## src/rtl/acq_pkg.sv

```systemverilog
// Shared types and constants for the acquisition sequencer and its bus arbiter.
// Timer register bit layout lives here so every consumer agrees on it.
package acq_pkg;

  typedef enum logic [2:0] {
    IDLE,
    RESET_CTR,
    ARM,
    RUN,
    STOP,
    DONE
  } acq_state_e;

  typedef enum logic [1:0] {
    REASON_DURATION = 2'd0,
    REASON_RECORDS  = 2'd1,
    REASON_ABORT    = 2'd2,
    REASON_NONE     = 2'd3
  } stop_reason_e;

  localparam int CAPTURE_BIT = 0;
  localparam int COUNTER_BIT = 1;
  localparam int RESET_BIT   = 2;

  localparam logic [7:0] TIMER_RESET = 8'h04;
  localparam logic [7:0] TIMER_RUN   = 8'h03;
  localparam logic [7:0] TIMER_OFF   = 8'h00;

  // States in which the sequencer itself drives the timer register.
  function automatic logic is_seq_write(input acq_state_e s);
    return (s == RESET_CTR) || (s == ARM) || (s == STOP);
  endfunction

endpackage

```

## src/rtl/acq_sequencer_if.sv

```systemverilog
// Command, record-strobe and register-bus signals of the acquisition sequencer.
// The slave modport is the sequencer's view; master is the host/tagger side.
interface acq_sequencer_if #(
  parameter int DUR_W = 32,
  parameter int CNT_W = 32
);

  logic             start;
  logic             abort;
  logic [DUR_W-1:0] duration;
  logic [CNT_W-1:0] max_records;
  logic             data_rdy;
  logic [7:0]       host_reg_addr;
  logic [7:0]       host_reg_data;
  logic [7:0]       reg_addr;
  logic [7:0]       reg_data;
  logic             busy;
  logic             done;
  logic [1:0]       stop_reason;
  logic [CNT_W-1:0] record_count;
  logic [DUR_W-1:0] elapsed;
  logic             host_conflict;

  modport slave (
    input  start, abort, duration, max_records, data_rdy, host_reg_addr, host_reg_data,
    output reg_addr, reg_data, busy, done, stop_reason, record_count, elapsed, host_conflict
  );

  modport master (
    output start, abort, duration, max_records, data_rdy, host_reg_addr, host_reg_data,
    input  reg_addr, reg_data, busy, done, stop_reason, record_count, elapsed, host_conflict
  );

endinterface

```

## src/rtl/acq_bus_mux.sv

```systemverilog
// Registered arbiter for the shared register bus: sequencer writes win over
// the host, and host writes to the timer register are blocked while busy.
module acq_bus_mux
  import acq_pkg::*;
#(
  parameter logic [7:0] TIMER_ADDR = 8'h01
) (
  input  logic       clk,
  input  logic       rst_n,
  input  acq_state_e state,
  input  logic [7:0] host_addr,
  input  logic [7:0] host_data,
  output logic [7:0] reg_addr,
  output logic [7:0] reg_data,
  output logic       host_conflict
);

  logic [7:0] addr_d;
  logic [7:0] data_d;
  logic       conflict_d;

  always_comb begin
    addr_d     = host_addr;
    data_d     = host_data;
    conflict_d = 1'b0;
    if (is_seq_write(state)) begin
      addr_d     = TIMER_ADDR;
      conflict_d = (host_addr != 8'h00);
      case (state)
        RESET_CTR: data_d = TIMER_RESET;
        ARM:       data_d = TIMER_RUN;
        default:   data_d = TIMER_OFF;
      endcase
    end else if (state != IDLE && host_addr == TIMER_ADDR) begin
      // The host may not touch the timer behind the sequencer's back.
      addr_d     = 8'h00;
      data_d     = 8'h00;
      conflict_d = 1'b1;
    end
  end

  always_ff @(posedge clk) begin
    if (!rst_n) begin
      reg_addr      <= 8'h00;
      reg_data      <= 8'h00;
      host_conflict <= 1'b0;
    end else begin
      reg_addr      <= addr_d;
      reg_data      <= data_d;
      host_conflict <= conflict_d;
    end
  end

endmodule

```

## src/rtl/acq_sequencer.sv

```systemverilog
// Timed acquisition controller: resets, arms, runs and stops the event-tagger
// timer over the shared register bus, tracking elapsed cycles and records.
module acq_sequencer
  import acq_pkg::*;
#(
  parameter logic [7:0] TIMER_ADDR = 8'h01,
  parameter int         DUR_W      = 32,
  parameter int         CNT_W      = 32,
  parameter int         RESET_HOLD = 2
) (
  input logic             clk,
  input logic             rst_n,
  acq_sequencer_if.slave  bus
);

  localparam int HOLD_W = (RESET_HOLD > 1) ? $clog2(RESET_HOLD) : 1;
  localparam logic [HOLD_W-1:0] HOLD_LAST = HOLD_W'(RESET_HOLD - 1);

  acq_state_e       state;
  acq_state_e       next_state;
  stop_reason_e     reason_q;
  stop_reason_e     reason_d;
  logic [DUR_W-1:0] dur_q;
  logic [CNT_W-1:0] max_q;
  logic [DUR_W-1:0] elapsed_q;
  logic [CNT_W-1:0] record_q;
  logic [HOLD_W-1:0] hold_cnt;
  logic             busy_q;
  logic             done_q;
  logic             accept;

  assign accept = (state == IDLE) && bus.start && !bus.abort;

  always_ff @(posedge clk) begin
    if (!rst_n) begin
      state    <= IDLE;
      reason_q <= REASON_NONE;
      busy_q   <= 1'b0;
      done_q   <= 1'b0;
    end else begin
      state    <= next_state;
      reason_q <= reason_d;
      busy_q   <= (next_state != IDLE);
      done_q   <= (state == DONE);
    end
  end

  // Stop conditions in RUN are ordered abort > records > duration.
  always_comb begin
    next_state = state;
    reason_d   = reason_q;
    case (state)
      IDLE: begin
        if (accept) begin
          next_state = RESET_CTR;
          reason_d   = REASON_NONE;
        end
      end
      RESET_CTR: begin
        if (bus.abort) begin
          next_state = STOP;
          reason_d   = REASON_ABORT;
        end else if (hold_cnt == HOLD_LAST) begin
          next_state = ARM;
        end
      end
      ARM: begin
        if (bus.abort) begin
          next_state = STOP;
          reason_d   = REASON_ABORT;
        end else begin
          next_state = RUN;
        end
      end
      RUN: begin
        if (bus.abort) begin
          next_state = STOP;
          reason_d   = REASON_ABORT;
        end else if (max_q != '0 && record_q >= max_q) begin
          next_state = STOP;
          reason_d   = REASON_RECORDS;
        end else if (dur_q != '0 && elapsed_q == dur_q - DUR_W'(1)) begin
          next_state = STOP;
          reason_d   = REASON_DURATION;
        end
      end
      STOP:    next_state = DONE;
      DONE:    next_state = IDLE;
      default: next_state = IDLE;
    endcase
  end

  always_ff @(posedge clk) begin
    if (!rst_n) begin
      dur_q     <= '0;
      max_q     <= '0;
      elapsed_q <= '0;
      record_q  <= '0;
      hold_cnt  <= '0;
    end else if (accept) begin
      dur_q     <= bus.duration;
      max_q     <= bus.max_records;
      elapsed_q <= '0;
      record_q  <= '0;
      hold_cnt  <= '0;
    end else begin
      if (state == RESET_CTR)
        hold_cnt <= hold_cnt + HOLD_W'(1);
      if (state == RUN)
        elapsed_q <= elapsed_q + DUR_W'(1);
      // Records arriving while the stop write is in flight still count.
      if ((state == RUN || state == STOP) && bus.data_rdy && record_q != '1)
        record_q <= record_q + CNT_W'(1);
    end
  end

  acq_bus_mux #(
    .TIMER_ADDR (TIMER_ADDR)
  ) u_bus_mux (
    .clk           (clk),
    .rst_n         (rst_n),
    .state         (state),
    .host_addr     (bus.host_reg_addr),
    .host_data     (bus.host_reg_data),
    .reg_addr      (bus.reg_addr),
    .reg_data      (bus.reg_data),
    .host_conflict (bus.host_conflict)
  );

  assign bus.busy         = busy_q;
  assign bus.done         = done_q;
  assign bus.stop_reason  = reason_q;
  assign bus.record_count = record_q;
  assign bus.elapsed      = elapsed_q;

endmodule

```

## src/flat_wrapper.sv

```systemverilog
// flat-port wrapper written by rule: the top's interface ports become plain ports
module acq_sequencer_flat import acq_pkg::*;
#(
  parameter logic [7:0] TIMER_ADDR = 8'h01,
  parameter int         DUR_W      = 32,
  parameter int         CNT_W      = 32,
  parameter int         RESET_HOLD = 2
)
  (clk, rst_n, bus_start, bus_abort, bus_duration, bus_max_records, bus_data_rdy, bus_host_reg_addr, bus_host_reg_data, bus_reg_addr, bus_reg_data, bus_busy, bus_done, bus_stop_reason, bus_record_count, bus_elapsed, bus_host_conflict);
  acq_sequencer_if #(.DUR_W(DUR_W), .CNT_W(CNT_W)) bus_i ();
  input logic clk;
  input logic rst_n;
  input wire logic [$bits(bus_i.start)-1:0] bus_start;
  input wire logic [$bits(bus_i.abort)-1:0] bus_abort;
  input wire logic [$bits(bus_i.duration)-1:0] bus_duration;
  input wire logic [$bits(bus_i.max_records)-1:0] bus_max_records;
  input wire logic [$bits(bus_i.data_rdy)-1:0] bus_data_rdy;
  input wire logic [$bits(bus_i.host_reg_addr)-1:0] bus_host_reg_addr;
  input wire logic [$bits(bus_i.host_reg_data)-1:0] bus_host_reg_data;
  output wire logic [$bits(bus_i.reg_addr)-1:0] bus_reg_addr;
  output wire logic [$bits(bus_i.reg_data)-1:0] bus_reg_data;
  output wire logic [$bits(bus_i.busy)-1:0] bus_busy;
  output wire logic [$bits(bus_i.done)-1:0] bus_done;
  output wire logic [$bits(bus_i.stop_reason)-1:0] bus_stop_reason;
  output wire logic [$bits(bus_i.record_count)-1:0] bus_record_count;
  output wire logic [$bits(bus_i.elapsed)-1:0] bus_elapsed;
  output wire logic [$bits(bus_i.host_conflict)-1:0] bus_host_conflict;
  assign bus_i.start = bus_start;
  assign bus_i.abort = bus_abort;
  assign bus_i.duration = bus_duration;
  assign bus_i.max_records = bus_max_records;
  assign bus_i.data_rdy = bus_data_rdy;
  assign bus_i.host_reg_addr = bus_host_reg_addr;
  assign bus_i.host_reg_data = bus_host_reg_data;
  assign bus_reg_addr = bus_i.reg_addr;
  assign bus_reg_data = bus_i.reg_data;
  assign bus_busy = bus_i.busy;
  assign bus_done = bus_i.done;
  assign bus_stop_reason = bus_i.stop_reason;
  assign bus_record_count = bus_i.record_count;
  assign bus_elapsed = bus_i.elapsed;
  assign bus_host_conflict = bus_i.host_conflict;
  acq_sequencer #(.TIMER_ADDR(TIMER_ADDR), .DUR_W(DUR_W), .CNT_W(CNT_W), .RESET_HOLD(RESET_HOLD)) u_core (.clk(clk), .rst_n(rst_n), .bus(bus_i));
endmodule
```

## config.mk

```make
export PLATFORM = sky130hd
export DESIGN_NAME = acq_sequencer_flat
export DESIGN_NICKNAME = d
export VERILOG_FILES = /design/src/rtl/acq_pkg.sv /design/src/rtl/acq_sequencer_if.sv /design/src/rtl/acq_bus_mux.sv /design/src/rtl/acq_sequencer.sv /design/src/flat_wrapper.sv
export SDC_FILE = /design/constraint.sdc
export NUM_CORES = 1
export LEC_CHECK = 0
export BUFFER_PORTS_ARGS = -buffer_cell sky130_fd_sc_hd__buf_4
export CAP_MARGIN = 20
export CORE_UTILIZATION = 50
export DETAILED_ROUTE_END_ITERATION = 16
export PLACE_DENSITY = 0.74
export SYNTH_ARGS = -nofsm -noshare
export SYNTH_HDL_FRONTEND = slang
export SYNTH_SLANG_ARGS = --single-unit
```

## constraint.sdc

```tcl
create_clock -name clk -period 7.74 [get_ports clk]
set_input_delay 2.322 -clock clk [delete_from_list [all_inputs] [get_ports clk]]
set_output_delay 2.322 -clock clk [all_outputs]
set_load 0.03 [all_outputs]
```

==> impl_metrics.xml <==
<?xml version="1.0" encoding="UTF-8"?>
<metrics>
  <group name="run_status">
    <metric name="run_status" unit="">completed</metric>
  </group>
  <group name="yosys">
    <metric name="synth-warning-count" unit="">0</metric>
    <metric name="ys_top_cells_by_area" unit="">dfxtp_1 38%, nand2_1 8.0%, xor2_1 6.3%</metric>
    <metric name="synth-async-reset-ratio" unit="">0</metric>
    <metric name="synth-seq-area-share" unit="">0.375</metric>
    <metric name="yosys_register_bits" unit="">153</metric>
    <metric name="ys.flop_type" unit="">dfxtp_1</metric>
    <metric name="synth_enable_flop_cells" unit="">0</metric>
    <metric name="most_instantiated_library_cell_after_synthesis" unit="">nand2_1</metric>
    <metric name="post_synth.cell_area_avg" unit="um^2">8.21</metric>
    <metric name="netlist.top_cell.by_area" unit="">dfxtp_1</metric>
    <metric name="cell_area_after_technology_mapping" unit="um^2">8160</metric>
    <metric name="synth_nets" unit="">1116</metric>
    <metric name="gate_count_after_technology_mapping" unit="">995</metric>
    <metric name="library_cells_used_by_synthesis" unit="">68</metric>
    <metric name="synth.top_cell.area_share" unit="">0.375</metric>
    <metric name="synth.cells.most_frequent" unit="">174 x nand2_1, 153 x dfxtp_1, 87 x nor2_1</metric>
  </group>
  <group name="min_path">
    <metric name="min_path_cells" unit="">1</metric>
    <metric name="min-delay-start" unit="">u_core.bus.stop_reason[1]$_SDFFE_PN1P_</metric>
    <metric name="worstHoldPathType" unit="">register to register</metric>
    <metric name="hold_end" unit="">u_core.bus.stop_reason[1]$_SDFFE_PN1P_</metric>
  </group>
  <group name="final_layout">
    <metric name="insertedDiodeCount" unit="">0</metric>
    <metric name="synthToLayoutAreaGrowth" unit="%">24.9</metric>
    <metric name="nets" unit="">1262</metric>
    <metric name="fillCellCount" unit="">1455</metric>
    <metric name="post_route_cells_drive_above_1_share" unit="">0.198</metric>
  </group>
  <group name="timing">
    <metric name="max_clock_freq" unit="MHz">242</metric>
    <metric name="postLayoutSetupSlackWorst" unit="ns">3.62</metric>
    <metric name="post-route-period-util" unit="">0.533</metric>
    <metric name="fin_setup_tns" unit="ns">0</metric>
    <metric name="setup-violations-final" unit="">0</metric>
    <metric name="slew_headroom" unit="">0.531</metric>
    <metric name="whs" unit="ns">0.461</metric>
    <metric name="timing_hold_violations_final" unit="">0</metric>
    <metric name="finalMaxSlewViolations" unit="">0</metric>
    <metric name="skew_final" unit="ns">0.00914</metric>
    <metric name="grt_setup_unrepaired" unit="">false</metric>
    <metric name="worst-slew-pin-transition" unit="ns">0.703</metric>
    <metric name="final_period_minus_worst_setup_slack" unit="ns">4.12</metric>
  </group>
  <group name="detailed_routing">
    <metric name="via_per_inst" unit="">5.36</metric>
    <metric name="drc_violation_count_after_routing" unit="">0</metric>
    <metric name="routed_wl" unit="um">19800</metric>
    <metric name="final_antenna_net_count" unit="">0</metric>
    <metric name="wl_per_cell" unit="um">14.5</metric>
    <metric name="drt_iter0_drc" unit="">342</metric>
    <metric name="drtPass1Iterations" unit="">5</metric>
    <metric name="routed-via-count" unit="">7337</metric>
  </group>
  <group name="clocking">
    <metric name="postCtsSetupBuffers" unit="">0</metric>
    <metric name="clock-sinks" unit="">153</metric>
    <metric name="tritoncts_clock_tree" unit="">built</metric>
    <metric name="cts_made_buffers" unit="">17</metric>
    <metric name="clock_insertion_delay_at_the_later_pin_of_the_skew_report" unit="ns">0.43</metric>
    <metric name="clock_tree.htree_level_count" unit="">4</metric>
    <metric name="clock_path_buffers" unit="">2</metric>
    <metric name="postCtsResizedCells" unit="">0</metric>
    <metric name="cts-root-buf" unit="">clkbuf_16</metric>
    <metric name="hold_buf_count_cts" unit="">0</metric>
    <metric name="clk_pin_slew_worst_paths" unit="ns">0.06</metric>
  </group>
  <group name="grt">
    <metric name="grt_remaining_overflow" unit="">0</metric>
    <metric name="maximum_number_of_pins_on_one_net_before_global_route_repair" unit="">76</metric>
    <metric name="number_of_antenna_violations_at_the_first_check_in_global_routing" unit="">0</metric>
    <metric name="global_route.usage.total" unit="">0.243</metric>
    <metric name="grt_first_pass_wirelength" unit="um">32200</metric>
    <metric name="grt_pass1_vias" unit="">6647</metric>
  </group>
  <group name="die">
    <metric name="effective_utilization_at_floorplan" unit="">0.514</metric>
    <metric name="rows" unit="">46</metric>
    <metric name="die_height" unit="um">130</metric>
    <metric name="io-pin-count" unit="">170</metric>
    <metric name="design.die.area" unit="um^2">16800</metric>
    <metric name="core_area" unit="um^2">15900</metric>
    <metric name="die_w" unit="um">130</metric>
  </group>
  <group name="setup_path">
    <metric name="r2r-start" unit="">u_core.dur_q[0]$_SDFFE_PN0P_</metric>
    <metric name="cp_common_cell" unit="">buf_4</metric>
    <metric name="cp_cell_sequence" unit="">buf_4 &gt; nand3b_1 &gt; nand2b_2 &gt; buf_4 &gt; nand2_2 &gt; buf_4 &gt; a21oi_1</metric>
    <metric name="timing.critical_path.required" unit="ns">8.10</metric>
    <metric name="end_kind" unit="">register</metric>
    <metric name="worst-path-max-fanout" unit="">65</metric>
    <metric name="cpMaxStageDelayCell" unit="">buf_4</metric>
    <metric name="rr_endpoint" unit="">u_core.bus.busy$_SDFF_PN0_</metric>
    <metric name="worst-path-buf-inv" unit="">3</metric>
    <metric name="launching_element_type_of_the_critical_path" unit="">input port</metric>
    <metric name="crit_path_max_incr_delay" unit="ns">0.56</metric>
    <metric name="crit_family" unit="">buffers and inverters</metric>
    <metric name="timing.setup.critical_path_class" unit="">input port to register</metric>
    <metric name="reg2reg_depth" unit="">11</metric>
    <metric name="ff2ff_setup_slack" unit="ns">4.21</metric>
    <metric name="critPathArrivalTime" unit="ns">4.48</metric>
  </group>
  <group name="power">
    <metric name="peakVddDrop" unit="uV">167</metric>
    <metric name="power_density_cells" unit="nW/um^2">202</metric>
    <metric name="power.leakage" unit="uW">0.00420</metric>
  </group>
  <group name="flow_run">
    <metric name="max-cap-violations" unit="">0</metric>
  </group>
  <group name="placed_design">
    <metric name="gp_congestion" unit="">0.859</metric>
    <metric name="place_worst_setup_slack" unit="ns">3.16</metric>
    <metric name="buffer_ports.inserted" unit="">169</metric>
    <metric name="place.detailed.hpwl" unit="um">14300</metric>
  </group>
</metrics>
==> worst register-to-register path: cells and delay by family (launching register included) <==
| kind | cells | cell delay (ns) |
|---|---|---|
| XOR/XNOR | 1 | 0.15 |
| buffers and inverters | 1 | 0.10 |
| adder cells (fa/ha/maj) | 1 | 0.19 |
| AO/OA/AOI/OAI | 4 | 1.18 |
| AND/OR/NAND/NOR | 4 | 1.45 |
| flip-flops | 1 | 0.36 |
==> cells by family after synthesis <==
group	share of synthesized area
AO/OA/AOI/OAI	0.135
XOR/XNOR	0.0998
adder cells (fa/ha/maj)	0.0564
buffers and inverters	0.0452
flip-flops	0.375
multiplexers	0.0150
AND/OR/NAND/NOR	0.273
==> how the worst max path moves through the flow <==
stage / depth (start not counted) / start / slack [ns] / to
final: 7 / bus_abort / 3.62 / u_core.bus.elapsed[24]$_SDFFE_PP0N_
after global routing: 7 / bus_abort / 3.39 / u_core.bus.elapsed[30]$_SDFFE_PP0N_
after CTS: 7 / bus_abort / 3.61 / u_core.bus.elapsed[24]$_SDFFE_PP0N_
after detailed placement: 7 / bus_abort / 3.16 / u_core.bus.elapsed[24]$_SDFFE_PP0N_
after global placement: 7 / bus_abort / 3.19 / u_core.bus.elapsed[21]$_SDFFE_PP0N_
after floorplan: 8 / bus_data_rdy / 3.79 / u_core.bus.record_count[21]$_SDFFE_PP0P_
==> flip-flops by register name (all words and copies together) (netlist names) <==
signal	flops
u_core.u_bus_mux.host_conflict	1
u_core.u_bus_mux.reg_addr	8
u_core.bus.busy	1
u_core.dur_q	32
u_core.hold_cnt	1
u_core.state	3
u_core.max_q	32
u_core.bus.done	1
u_core.bus.elapsed	32
u_core.u_bus_mux.reg_data	8
u_core.bus.record_count	32
u_core.bus.stop_reason	2
==> layout make-up <==
class / count / area (um^2) / share of cell area
clock inverter: 15 / 223 / 0.0218
sequential: 153 / 3060 / 0.300
tap: 216 / 270 / 0.0265
clock buffer: 17 / 425 / 0.0417
multi-input combinational: 749 / 4740 / 0.465
timing repair buffer: 173 / 1300 / 0.127
inverter: 47 / 176 / 0.0173
==> power breakdown <==
| part | switching, uW | internal, uW | total (uW) |
|---|---|---|---|
| Clock | 343 | 573 | 916 |
| Sequential | 27.8 | 815 | 843 |
| Combinational | 165 | 136 | 301 |
| Total | 535 | 1520 | 2060 |
==> layout by cell type, fill, tap and decap left out, types with 14 or more instances in the layout <==
master,Yosys,layout
nand3_1,25,25
nand4_1,28,28
xnor2_1,34,34
nor2_1,87,86
nor4_1,18,18
inv_1,47,47
and2_1,14,14
buf_4,1,173
a21oi_1,27,27
dfxtp_1,153,153
nor3_1,18,18
a21boi_0,67,67
clkbuf_16,0,17
nand2_1,174,173
o21ai_0,26,26
xor2_1,59,59
ha_1,36,36
==> per-stage QoR <==
step / std cells / cell area, um^2 / utilization / total power [uW]
after global placement: 1338 / 9550 / 0.601 / 1160
after floorplan: 995 / 8160 / - / 1060
after global routing: 1370 / 10200 / 0.642 / 2150
final: 1370 / 10200 / 0.642 / 2060
after CTS: 1370 / 10200 / 0.642 / 2070
after detailed placement: 1338 / 9550 / 0.601 / 1160
==> routing by layer <==
metal / vias up / GRT usage / wire (um)
met4: 0 / 0.0834 / 395
met3: 30 / 0.0541 / 920
li1: 3709 / - / -
met2: 178 / 0.424 / 9640
met5: - / 0 / 0
met1: 3420 / 0.295 / 8850
No activity file was read; power rests on OpenSTA's default activity.
